**src/rtl/shape_iter.sv**
```systemverilog
// Shape-table sequencer: fetches records 0..count-1 through shape_read and
// streams each one downstream. Optional macro SHAPE_ITER_SKIP_EMPTY_EN drops ty==0 records.
module shape_iter #(
    parameter int NUMW  = 12,
    parameter int CORDW = 10,
    parameter int DATAW = 12
) (
    input  logic             clk,
    input  logic             rst,
    input  logic             start,
    input  logic [NUMW-1:0]  count,
    output logic [NUMW-1:0]  rd_id,
    output logic             rd_trigger,
    input  logic             rd_busy,
    input  logic [DATAW-1:0] rd_ty,
    input  logic [DATAW-1:0] rd_size,
    input  logic [DATAW-1:0] rd_rotate,
    input  logic [CORDW-1:0] rd_x,
    input  logic [CORDW-1:0] rd_y,
    output logic             out_valid,
    input  logic             out_ready,
    output logic [NUMW-1:0]  out_id,
    output logic [DATAW-1:0] out_ty,
    output logic [DATAW-1:0] out_size,
    output logic [DATAW-1:0] out_rotate,
    output logic [CORDW-1:0] out_x,
    output logic [CORDW-1:0] out_y,
    output logic             out_last,
    output logic             busy,
    output logic             done
);

    typedef enum logic [2:0] {IDLE, TRIG, WAIT, OUT, FIN} state_t;

    state_t          state, state_next;
    logic [NUMW-1:0] id;
    logic [NUMW-1:0] count_l;
    logic            at_last;
    logic            fetch_done;
    logic            empty;
    logic            advance;

    assign at_last    = (id == count_l - NUMW'(1));
    assign fetch_done = (state == WAIT) && !rd_busy;

`ifdef SHAPE_ITER_SKIP_EMPTY_EN
    assign empty = (rd_ty == '0);
`else
    assign empty = 1'b0;
`endif

    // id moves on either after a handshake or after dropping an empty record
    assign advance = ((state == OUT) && out_ready) || (fetch_done && empty);

    assign rd_id    = id;
    assign out_last = (out_id == count_l - NUMW'(1));

    always_ff @(posedge clk) begin
        if (rst)
            state <= IDLE;
        else
            state <= state_next;
    end

    always_comb begin
        state_next = state;
        case (state)
            IDLE: begin
                if (start)
                    state_next = (count == '0) ? FIN : TRIG;
            end
            TRIG: state_next = WAIT;
            WAIT: begin
                if (!rd_busy) begin
                    if (empty)
                        state_next = at_last ? FIN : TRIG;
                    else
                        state_next = OUT;
                end
            end
            OUT: begin
                if (out_ready)
                    state_next = at_last ? FIN : TRIG;
            end
            FIN:     state_next = IDLE;
            default: state_next = IDLE;
        endcase
    end

    always_comb begin
        rd_trigger = 1'b0;
        out_valid  = 1'b0;
        done       = 1'b0;
        busy       = (state != IDLE);
        case (state)
            TRIG:    rd_trigger = 1'b1;
            OUT:     out_valid  = 1'b1;
            FIN:     done       = 1'b1;
            default: ;
        endcase
    end

    always_ff @(posedge clk) begin
        if (rst) begin
            id         <= '0;
            count_l    <= '0;
            out_id     <= '0;
            out_ty     <= '0;
            out_size   <= '0;
            out_rotate <= '0;
            out_x      <= '0;
            out_y      <= '0;
        end else begin
            if ((state == IDLE) && start && (count != '0)) begin
                count_l <= count;
                id      <= '0;
            end
            // rd_* are only meaningful once the reader drops busy
            if (fetch_done) begin
                out_id     <= id;
                out_ty     <= rd_ty;
                out_size   <= rd_size;
                out_rotate <= rd_rotate;
                out_x      <= rd_x;
                out_y      <= rd_y;
            end
            if (advance && !at_last)
                id <= id + NUMW'(1);
        end
    end

endmodule
```
**config.mk**
```make
export PLATFORM = sky130hd
export DESIGN_NAME = shape_iter
export DESIGN_NICKNAME = d
export VERILOG_FILES = /design/src/rtl/shape_iter.sv
export SDC_FILE = /design/constraint.sdc
export NUM_CORES = 1
export LEC_CHECK = 0
export ABC_CLOCK_PERIOD_IN_PS = 2920
export BUFFER_PORTS_ARGS = -buffer_cell sky130_fd_sc_hd__buf_2
export CAP_MARGIN = 20
export CORE_MARGIN = 1
export CORE_UTILIZATION = 45
export DETAILED_ROUTE_END_ITERATION = 6
export PLACE_DENSITY = 0.73
export SYNTH_ARGS = -nofsm -noshare
export SYNTH_HDL_FRONTEND = slang
export SYNTH_SLANG_ARGS = --single-unit
```
**constraint.sdc**
```tcl
create_clock -name clk -period 2.92 [get_ports clk]
set_clock_uncertainty 0.1 [all_clocks]
set_input_delay 0.584 -clock clk [delete_from_list [all_inputs] [get_ports clk]]
set_output_delay 0.584 -clock clk [all_outputs]
set_load 0.02 [all_outputs]
```
# Yosys cells after proc, flatten, opt, wreduce, memory -nomap -nowiden
# Cells that the tools add are included.
[op_classes]
muxes = 11
addsub = 2
eq_ne = 9
n_reduce_logical = 13
[op_table]
columns = ["op", "n"]
rows = [
  ["equality test 12 bit", 2],
  ["2-to-1 mux 12 bit", 2],
  ["2-to-1 mux 3 bit", 5],
  ["adder 12 x 1 -> 12 bit (second input constant)", 1],
  ["logical NOT 12 bit", 1],
  ["one-hot mux 3 bit (4 select lines)", 1],
  ["nonzero test 12 bit", 1],
  ["subtractor 12 x 1 -> 12 bit (second input constant)", 1],
  ["equality test 3 x 2 -> 1 bit (second input constant)", 2],
  ["inequality test 2 bit (second input constant)", 3],
  ["logical AND 1 bit", 5],
  ["equality test 3 x 1 -> 1 bit (second input constant)", 1],
  ["equality test 3 bit (second input constant)", 1],
  ["logical NOT 3 bit", 1],
  ["2-to-1 mux 1 bit", 3],
  ["AND reduction 3 bit", 1],
  ["nonzero test 3 bit", 1],
  ["logical NOT 1 bit", 2],
  ["nonzero test 2 bit", 1],
]
[totals]
input_bits = 73
elab_cells = 44
out_inout_bits = 85
reg_bits = 95

# Logic depth before layout (Yosys ltp)
# Gate-level depths: netlist of the first run.
[logic_depth]
ltp_word = 5
depth_mapped = 11
ltp_nobuf = 9

# Worst setup path after synthesis of the first run
# Ideal clock, no wire load.
[synth_path]
path_kind = "register to output"
startpoint = "reg count_l[0]"
endpoint = "out out_last"
arrival_time_ns = 2.559
path_buffers = 2
path_stages_with_launch = 10
required_ns = 2.236
path_slack_ns = -0.323
path_cell_list = "dfxtp_1 buf_6 or4_4 buf_6 o21ai_1 nand2_1 xnor2_1 nand3_1 or4_1 a211oi_1"
[synth_between]
elab_chain_cells = 2
[synth_lines]
columns = ["item", "line_no", "source"]
rows = [
  ["start, declared", "37", "logic [NUMW-1:0] count_l;"],
  ["start signal, assigned", "115", "count_l <= count;"],
  ["subtractor 12 x 1 -> 12 bit", "56", "assign out_last = (out_id == count_l - NUMW'(1));"],
  ["equality test 12 bit", "56", ""],
  ["end, declared", "28", "output logic out_last,"],
]
# No other way between the ends.

# Worst setup path after layout of the first run
[layout_path]
startpoint = "reg count_l[1]"
endpoint = "out out_last"
# The elaborated chain is that of the path after synthesis.

==> metrics.txt, run 1 <==
met1 GRT Util=27.77%; FF-to-FF End=rd_id[9]; #FFs+latches synth=95; fin crit period=roughly 3.3 ns; setup violators final=1; post-synth top area share=roughly 44%; Tcrit/Tclk final=113.6%; CTS hold repair buffers=0; Diodes inserted=0; Critical Path Start=count_l[1]; setup ws final=-0.3969 ns; register area share after synthesis=between 40% and 50%; clk slew on worst S/H paths=~0.10 ns; # rows=35; placeable core area=9240 µm²; clk buf depth=2; Netlist cell types=between 50 and 60; # IOs=approximately 160; Synth top cells by count=nand2_1 (151), dfxtp_1 (95), a21oi_1 (72); Gate Count Post-Synth=540; Worst Setup End Kind=output pin; Final Max Slew Viols=0; crit path capture=out_last; CTS Buf Count=9; CTS tree=yes; routing usage on met3=6.184%; most frequent cell after synthesis=nand2_1; Post-synth EDFFs=0; drt wl/cell=14.33 µm; Arr. time, crit path=around 2.6 ns; initial antenna violation count=0; syn nets=slightly above 600; status=finished, violations left; Port Buffer Count=approximately 160; Starting Density=roughly 46%; HP Class=primary input to flip-flop; multi-input logic area=roughly 2300 µm²; post-synthesis simple-gate area fraction=between 20% and 30%; M2 GR Usage=a little over two fifths; Die Height=between 90 and 100 µm; clk_lat worst skew=roughly 0.36 ns; GRT Overall Usage=around 24%; CTS Root Cell=clkbuf_8; vias in the first global route=between 4000 and 5000; largest family of logic cells by synthesized area=simple AND/OR/NAND/NOR gates; Avg Cell Area, Syn=7.931 µm²; first-pass detailed-route iteration total=4; RSZ-0062 raised after global routing=yes; fill count=860; dominant cell type by area after synthesis=dfxtp_1; Top FF cell, synth=dfxtp_1; initial DRC count=approximately 160; leakage=2.497 nW; post-synthesis cell area=about 4300 µm²; Die X=99.56 µm; largest net degree at the start of global routing=85; Tot Pwr=about 0.0032 W; gpl congestion=roughly 0.94; peak supply drop=0.3275 mV; flop2flop setup slack=about 0.050 ns; TNS Setup=-0.3969 ns; DR vias/cell=between 5 and 6; grt ovf=0; Register Area=around 1900 µm²; Worst Path Max Fanout=4; multiplexer area fraction after synthesis=under 10%; first-pass GRT wire length=19.14 mm; failing checks=setup timing; pwr/cell area=558.8 nW/µm²; area share of xor/xnor cells in the synthesized design=under 10%; Crit Path Category=flip-flop to output pin; Area Growth Syn to Fin=31.64%; # clock sinks=95; worst path required time=roughly 2.2 ns; Hold Vio Cnt, Final=0; worst slew margin relative to its limit=approximately two fifths; Adder-Cell Fraction of Synth Area=less than 1%; Nets=roughly 780; depth of the most critical reg-to-reg path=11; H-tree levels=3; R2R Path Start=count_l[0]; final wirelength=approximately 12 mm; critical path launch point type=flip-flop; share of cells above drive strength 1=33.29%; Max Cap Viol=0; DPL Wire Length=around 8.8 mm; Area contributors post-synth=dfxtp_1 (44%), nand2_1 (13%), a21oi_1 (8.4%); Syn. warnings=0; Max Freq=301.5 MHz; Worst Tran Pin Value=around 0.89 ns; post-detailed-route count of antenna-violating nets=0; # DRC=0; via count=about 4300; Compound-Gate Fraction of Synth Area=roughly 15%; async set-reset flop share out of synthesis=0%; Die ar.=about 10000 µm²; layer with the highest usage=met2
[power by group]
group          total, W  switching (W)  internal, W
combinational  0.000902       0.000494     0.000407
sequential      0.00143      0.0000662      0.00137
clock          0.000815       0.000490     0.000325
[cell usage in the layout (no fill, tap or decap), drive strengths merged, types with 6 or more instances in the layout]
cell type,netlist,routed
mux2i,14,14
a21oi,72,72
xor2,10,10
inv,7,11
nand3,9,9
xnor2,19,19
o21ai,6,6
nand2,151,151
buf,9,193
nor4,12,12
nor3,6,6
and3,7,7
a221o,7,7
dfxtp,95,95
nor2,31,31
clkbuf,34,10
[kinds of logic after synthesis]
group,after synthesis
AND/OR/NAND/NOR,242
AO/OA/AOI/OAI,107
flip-flops,95
buffers and inverters,50
XOR/XNOR,29
multiplexers,15
adder cells (fa/ha/maj),2
[flip-flops by register name, indices dropped and copies added (netlist names)]
register and count:
rd_id 12, out_id 12, out_y 10, out_size 12
count_l 12, state 3, out_rotate 12, out_x 10
out_ty 12
[per-layer routing]
| metal | wire length, µm | up-vias |
|---|---|---|
| met5 | 0 | - |
| met4 | 327 | 0 |
| met3 | 898 | 27 |
| met2 | 5869 | 168 |
| met1 | 4869 | 2008 |
| li1 | - | 2136 |
[worst max-delay path, cell delays in order (launching register included)]
cell      delay (ns)
dfxtp_4         0.36
buf_4           0.14
nor4_4          0.35
buf_4           0.19
nand2_2         0.07
xnor2_1         0.15
nor3_1          0.13
a21oi_1         0.06
or4_4           0.50
a211oi_4        0.17
buf_6           0.14
[cell type report]
type | instances | area share [%]
multi-input cells | 395 | 40.10
flip-flops and latches | 95 | 33.87
repair buffers | 193 | 19.51
well taps | 129 | 2.863
clock buffers | 10 | 2.264
clock inverters | 6 | 0.9321
inverters | 7 | 0.4660
[worst min-delay path by stage]
stage / startpoint / endpoint / slack [ns] / depth (start not counted)
6_report: rd_y[8] / out_y[8] / 0.35 / 3
5_1_grt: rd_size[8] / out_size[8] / 0.33 / 3
4_1_cts: rd_x[0] / out_x[0] / 0.33 / 3
3_5_place_dp: out_y[1] / out_y[1] / 0.34 / 2
3_3_place_gp: out_rotate[4] / out_rotate[4] / 0.34 / 2
2_1_floorplan: count_l[11] / count_l[11] / 0.43 / 2
[repair_timing]
action / in CTS / in global routing
setup endpoints to repair: 1 / 13
pin swaps: 6 / 6
setup buffers: 2 / 3
hold endpoints to repair: 0 / 0
resized for setup: 16 / 2
[metrics by stage]
step	setup slack (ns)	utilization [%]	instances	hold slack [ns]	area [µm²]
4_1_cts	-0.4160	60.68	832	0.3325	5607
5_1_grt	-0.4944	61.02	835	0.3338	5638
2_1_floorplan	-0.1131	-	540	0.4256	4318
3_3_place_gp	-0.1838	57.91	814	0.3395	5351
6_report	-0.3969	61.02	835	0.3477	5638
3_5_place_dp	-0.3125	57.91	814	0.3432	5351
Note: power is estimated with default switching activity, not from simulation.
==> inputs of run 2 (changes only) <==
--- a/config.mk
+++ b/config.mk
@@ -12,6 +12,7 @@
 export CORE_UTILIZATION = 45
 export DETAILED_ROUTE_END_ITERATION = 6
 export PLACE_DENSITY = 0.73
+export RECOVER_POWER = 25
 export SYNTH_ARGS = -nofsm -noshare
 export SYNTH_HDL_FRONTEND = slang
 export SYNTH_SLANG_ARGS = --single-unit
==> run 2 against run 1 <==
  * The run still ends with setup timing left
  * Sequential share of layout area is 0.33 points higher
  * Critical endpoint unchanged
  * Via count hardly changed
  * First-iteration DRC count is 8.4% higher
  * Die area stayed put
==> metrics.txt, run 2 (synthesis results as in run 1) <==
status=finished, violations left; failing checks=setup timing; post-detailed-route count of antenna-violating nets=0; Die X=99.56 µm; final hold slack=0.3489 ns; Die Height=approximately 100 µm; vias in the first global route=between 4000 and 5000; # rows=35; setup violators final=1; clk slew on worst S/H paths=around 0.10 ns; Worst Hold Launch=rd_y[8]; hold endpoint=out_y[8]; Area Growth Syn to Fin=30.38%; peak supply drop=around 0.33 mV; Max Cap Viol=0; placeable core area=9240 µm²; clk buf depth=2; first-pass GRT wire length=~19 mm; Crit Path Category=flip-flop to output pin; initial antenna violation count=0; Worst Tran Pin Value=between 0.8 and 0.9 ns; flop2flop setup slack=~0.060 ns; final wirelength=about 12 mm; initial DRC count=around 170; fin crit period=3.321 ns; first-pass detailed-route iteration total=5; RSZ-0062 raised after global routing=yes; Hold Vio Cnt, Final=0; worst slew margin relative to its limit=41.75%; Max Freq=about 300 MHz; largest net degree at the start of global routing=between 80 and 90; Final Max Slew Viols=0; WHS Path Cells=3; cell area after layout=5584 µm²; H-tree levels=3; HP Class=primary input to flip-flop; CTS Root Cell=clkbuf_8; placed instance area=5351 µm²; Port Buffer Count=~160; worst path required time=2.24 ns; # IOs=158; pwr/cell area=562.2 nW/µm²; grt ovf=0; DR vias/cell=approximately 5.2; # DRC=0; TNS Setup=-0.4008 ns; leakage=approximately 2.3 nW; Tot Pwr=between 0.003 and 0.004 W; Worst Path Max Fanout=4; CTS Buf Count=9; drt wl/cell=about 14 µm; commonest cells after routing, fill and taps aside=nand2_1 (150), buf_2 (113), dfxtp_1 (93); R2R Path Start=count_l[0]; critical path launch point type=flip-flop; via count=about 4300; commonest non-fill, non-tap cell in the layout=nand2_1; clk_lat worst skew=0.36 ns; Die ar.=~10000 µm²; Starting Density=46.35%; Diodes inserted=0; GRT Overall Usage=between 20% and 30%; share of cells above drive strength 1=a little over a quarter; CTS hold repair buffers=0; depth of the most critical reg-to-reg path=12; Nets=~780; CTS tree=yes; gpl congestion=about 0.94; Finished Layout Cells=around 840; Tcrit/Tclk final=113.7%; Worst Setup End Kind=output pin; Post-Place Cells=a little over 800; FF-to-FF End=rd_id[4]; DPL Wire Length=around 8.8 mm; Arr. time, crit path=2.64 ns; setup ws final=-0.4008 ns; # clock sinks=95
==> run 2: cell count changes in the layout (fill, tap and decap cells not counted), sizes merged <==
| cell | previous run | this run |
|---|---|---|
| clkbuf | 10 | 53 |
| buf | 193 | 150 |
==> run 2: final cells by class <==
class | instances | area, µm²
clock buffers | 10 | 127.6
clock inverters | 6 | 52.55
fillers | 873 | 3656
inverters | 7 | 26.28
multi-input cells | 395 | 2261
flip-flops and latches | 95 | 1909
well taps | 129 | 161.4
repair buffers | 193 | 1046
==> run 2: through the flow <==
stage	utilization, %	worst slack [ns]
final	60.43	-0.4008
after global routing	60.43	-0.4944
after CTS	60.68	-0.4160
after detailed placement	57.91	-0.3125
after global placement	57.91	-0.1838
after floorplan	-	-0.1131
==> run 2: power breakdown <==
group	switching [W]	internal (W)	total (W)
Combinational	0.000493	0.000398	0.000891
Sequential	0.0000672	0.00137	0.00143
Clock	0.000488	0.000325	0.000813
==> run 2: critical path, cell delays in order, from the launching register on <==
cell      delay, ns
dfxtp_4        0.36
buf_4          0.14
nor4_4         0.35
buf_4          0.19
nand2_2        0.07
xnor2_1        0.15
nor3_1         0.13
a21oi_1        0.06
or4_4          0.50
a211oi_4       0.17
buf_6          0.14
==> run 2: routing by layer <==
layer / GRT usage [%] / wire length [µm] / vias to the layer above
li1: - / - / 2139
met3: 6.184 / 867 / 26
met5: 0 / 0 / -
met4: 11.54 / 323 / 0
met2: 42.15 / 5868 / 167
met1: 27.77 / 4832 / 2010
==> run 2: how the worst max path moves through the flow <==
stage	start	endpoint	slack, ns	depth (start not counted)
after floorplan	count_l[0]	out_last	-0.11	8
after detailed placement	count_l[0]	out_last	-0.31	9
after global placement	count_l[0]	out_last	-0.18	9
final	count_l[1]	out_last	-0.40	10
after global routing	count_l[1]	out_last	-0.49	10
after CTS	count_l[0]	out_last	-0.42	9
==> run 2: what timing repair did <==
item | 4_1_cts | 5_1_grt
setup buffers | 2 | 3
endpoints found under the setup margin | 1 | 13
gates resized for setup | 16 | 2
pin swaps | 6 | 6
==> inputs of run 3 (changes only) <==
--- a/config.mk
+++ b/config.mk
@@ -5,7 +5,7 @@
 export SDC_FILE = /design/constraint.sdc
 export NUM_CORES = 1
 export LEC_CHECK = 0
-export ABC_CLOCK_PERIOD_IN_PS = 2920
+export ABC_CLOCK_PERIOD_IN_PS = 2700
 export BUFFER_PORTS_ARGS = -buffer_cell sky130_fd_sc_hd__buf_2
 export CAP_MARGIN = 20
 export CORE_MARGIN = 1
@@ -13,6 +13,7 @@
 export DETAILED_ROUTE_END_ITERATION = 6
 export PLACE_DENSITY = 0.73
 export RECOVER_POWER = 25
+export SKIP_LAST_GASP = 1
 export SYNTH_ARGS = -nofsm -noshare
 export SYNTH_HDL_FRONTEND = slang
 export SYNTH_SLANG_ARGS = --single-unit
==> constraint.sdc (replaced) <==
create_clock -name clk -period 2.7 [get_ports clk]
set_clock_uncertainty 0.1 [all_clocks]
set_input_delay 0.54 -clock clk [delete_from_list [all_inputs] [get_ports clk]]
set_output_delay 0.54 -clock clk [all_outputs]
set_load 0.02 [all_outputs]
==> run 3 against run 2 <==
  * The run still ends with setup timing left
  * Combinational power grew 14%
  * Power is 10% higher
  * Critical path depth shrank 1
  * Hold slack got worse by 0.038 ns
  * Final cell count rose by 1.7%
  * Die area unchanged
  * Core utilization increased by 2.3 points
  * Largest cell class unchanged
  * Highest routed layer unchanged
==> metrics.txt, run 3 (synthesis results as in run 1) <==
setup violators final=15; worst slew margin relative to its limit=a little over two fifths; worst path required time=~2.1 ns; Die X=roughly 100 µm; RSZ-0062 raised after global routing=yes; via count=approximately 4400; Post-Place Cells=about 830; final wirelength=12.50 mm; critical path launch point type=flip-flop; CTS tree=yes; clk buf depth=2; pwr/cell area=597.9 nW/µm²; WHS Path Cells=3; max incr delay on CP=roughly 0.50 ns; GRT Overall Usage=around 25%; Max Cap Viol=0; drt wl/cell=roughly 15 µm; setup ws final=-0.6628 ns; TNS Setup=-3.428 ns; Starting Density=46.35%; Hold Vio Cnt, Final=0; Final Max Slew Viols=0; post-detailed-route count of antenna-violating nets=0; peak supply drop=just over 0.4 mV; Die ar.=between 9000 and 10000 µm²; DR vias/cell=between 5 and 6; first-pass GRT wire length=20.01 mm; leakage=2.425 nW; Max Freq=approximately 300 MHz; vias in the first global route=4347; Area Growth Syn to Fin=35.26%; Finished Layout Cells=between 800 and 900; DPL Wire Length=approximately 9 mm; status=finished, violations left; fin crit period=approximately 3.4 ns; largest net degree at the start of global routing=85; clk slew on worst S/H paths=~0.1 ns; # clock sinks=95; Die Height=about 100 µm; Nets=~800; gpl congestion=0.8984; commonest cells after routing, fill and taps aside=nand2_1 (150), buf_2 (116), dfxtp_1 (93); Final Util=between 60 and 70%; CTS Root Cell=clkbuf_8; HP Class=primary input to flip-flop; Arr. time, crit path=2.72 ns; CTS Buf Count=9; Diodes inserted=0; CTS hold repair buffers=0; placeable core area=9240 µm²; # rows=35; Tot Pwr=approximately 0.0035 W; failing checks=setup timing; Worst path slowest cell=or4_4; Worst Tran Pin Value=slightly below 0.9 ns; initial antenna violation count=0; Port Buffer Count=between 150 and 200; depth of the most critical reg-to-reg path=9; Worst Setup End Kind=output pin; Crit Path Category=flip-flop to output pin; commonest non-fill, non-tap cell in the layout=nand2_1; first-pass detailed-route iteration total=4; initial DRC count=~150; CP Cell Sequence=buf_4 -> nor4_4 -> nor2_1 -> xnor2_1 -> nor4_2 -> nand3_1 -> or4_4 -> a211oi_4 -> buf_6; share of cells above drive strength 1=a little under a third; H-tree levels=3; # IOs=around 160; Tcrit/Tclk final=124.5%; final hold slack=~0.31 ns; Worst Path Max Fanout=4; clk_lat worst skew=between 0.3 and 0.4 ns; grt ovf=0; # DRC=0
## run 3: cell types whose count changed in the layout (fill, tap and decap cells not counted), moves of 2 or more
cell | before | now
buf_4 | 33 | 41
buf_6 | 1 | 9
buf_2 | 113 | 116
clkbuf_1 | 44 | 41
nor3_1 | 6 | 3
buf_12 | 3 | 1
nor2_2 | 2 | 0
nor3_4 | 0 | 2
nor4b_1 | 2 | 0
nor4b_2 | 0 | 2
## run 3: worst paths after layout
check / slack (ns) / startpoint / endpoint
min reg2reg: 0.36 / out_rotate[9] / out_rotate[9]
max: -0.66 / count_l[0] / out_last
max reg2reg: -0.29 / count_l[1] / rd_id[11]
min: 0.31 / rd_y[4] / out_y[4]
## run 3: critical path: cells and delay by family, from the launching register on
| kind | cells | cell delay (ns) |
|---|---|---|
| DFF | 1 | 0.35 |
| xor gates and xnor gates | 1 | 0.16 |
| buffers and inverters | 2 | 0.29 |
| and+or+nand+nor | 5 | 1.38 |
| AOI/OAI and AO/OA | 1 | 0.18 |
## run 3: through the flow
step                setup WS [ns]  area (µm²)
floorplan                 -0.2891        4318
global placement          -0.3790        5431
detailed placement        -0.5589        5431
CTS                       -0.6787        5789
global route              -0.7609        5793
finish                    -0.6628        5793
## run 3: layout make-up
class	count	area [µm²]
Fill cell	844	3447
Clock inverter	6	52.55
Sequential cell	95	1907
Multi-Input combinational cell	395	2359
Timing Repair Buffer	207	1160
Clock buffer	10	127.6
Inverter	7	26.28
Tap cell	129	161.4
## run 3: timing repair
action,CTS,global route
resized for setup,31,15
pin swaps,11,11
setup endpoints to repair,15,15
setup buffers,7,1
## run 3: report_power, final
| group | switching, W | leakage [nW] | internal, W | total (W) |
|---|---|---|---|---|
| Sequential | 0.0000710 | 0.771 | 0.00148 | 0.00155 |
| Clock | 0.000543 | 0.0858 | 0.000353 | 0.000896 |
| Combinational | 0.000558 | 1.57 | 0.000459 | 0.00102 |
| Total | 0.00117 | 2.43 | 0.00229 | 0.00346 |
## run 3: layer usage
metal / global-route usage (%) / vias to the layer above / part of all wire, %
li1: - / 2183 / -
met5: 0 / - / 0
met1: 27.53 / 2035 / 40
met2: 46.63 / 162 / 51
met4: 9.050 / 0 / 3.1
met3: 6.887 / 28 / 6.2
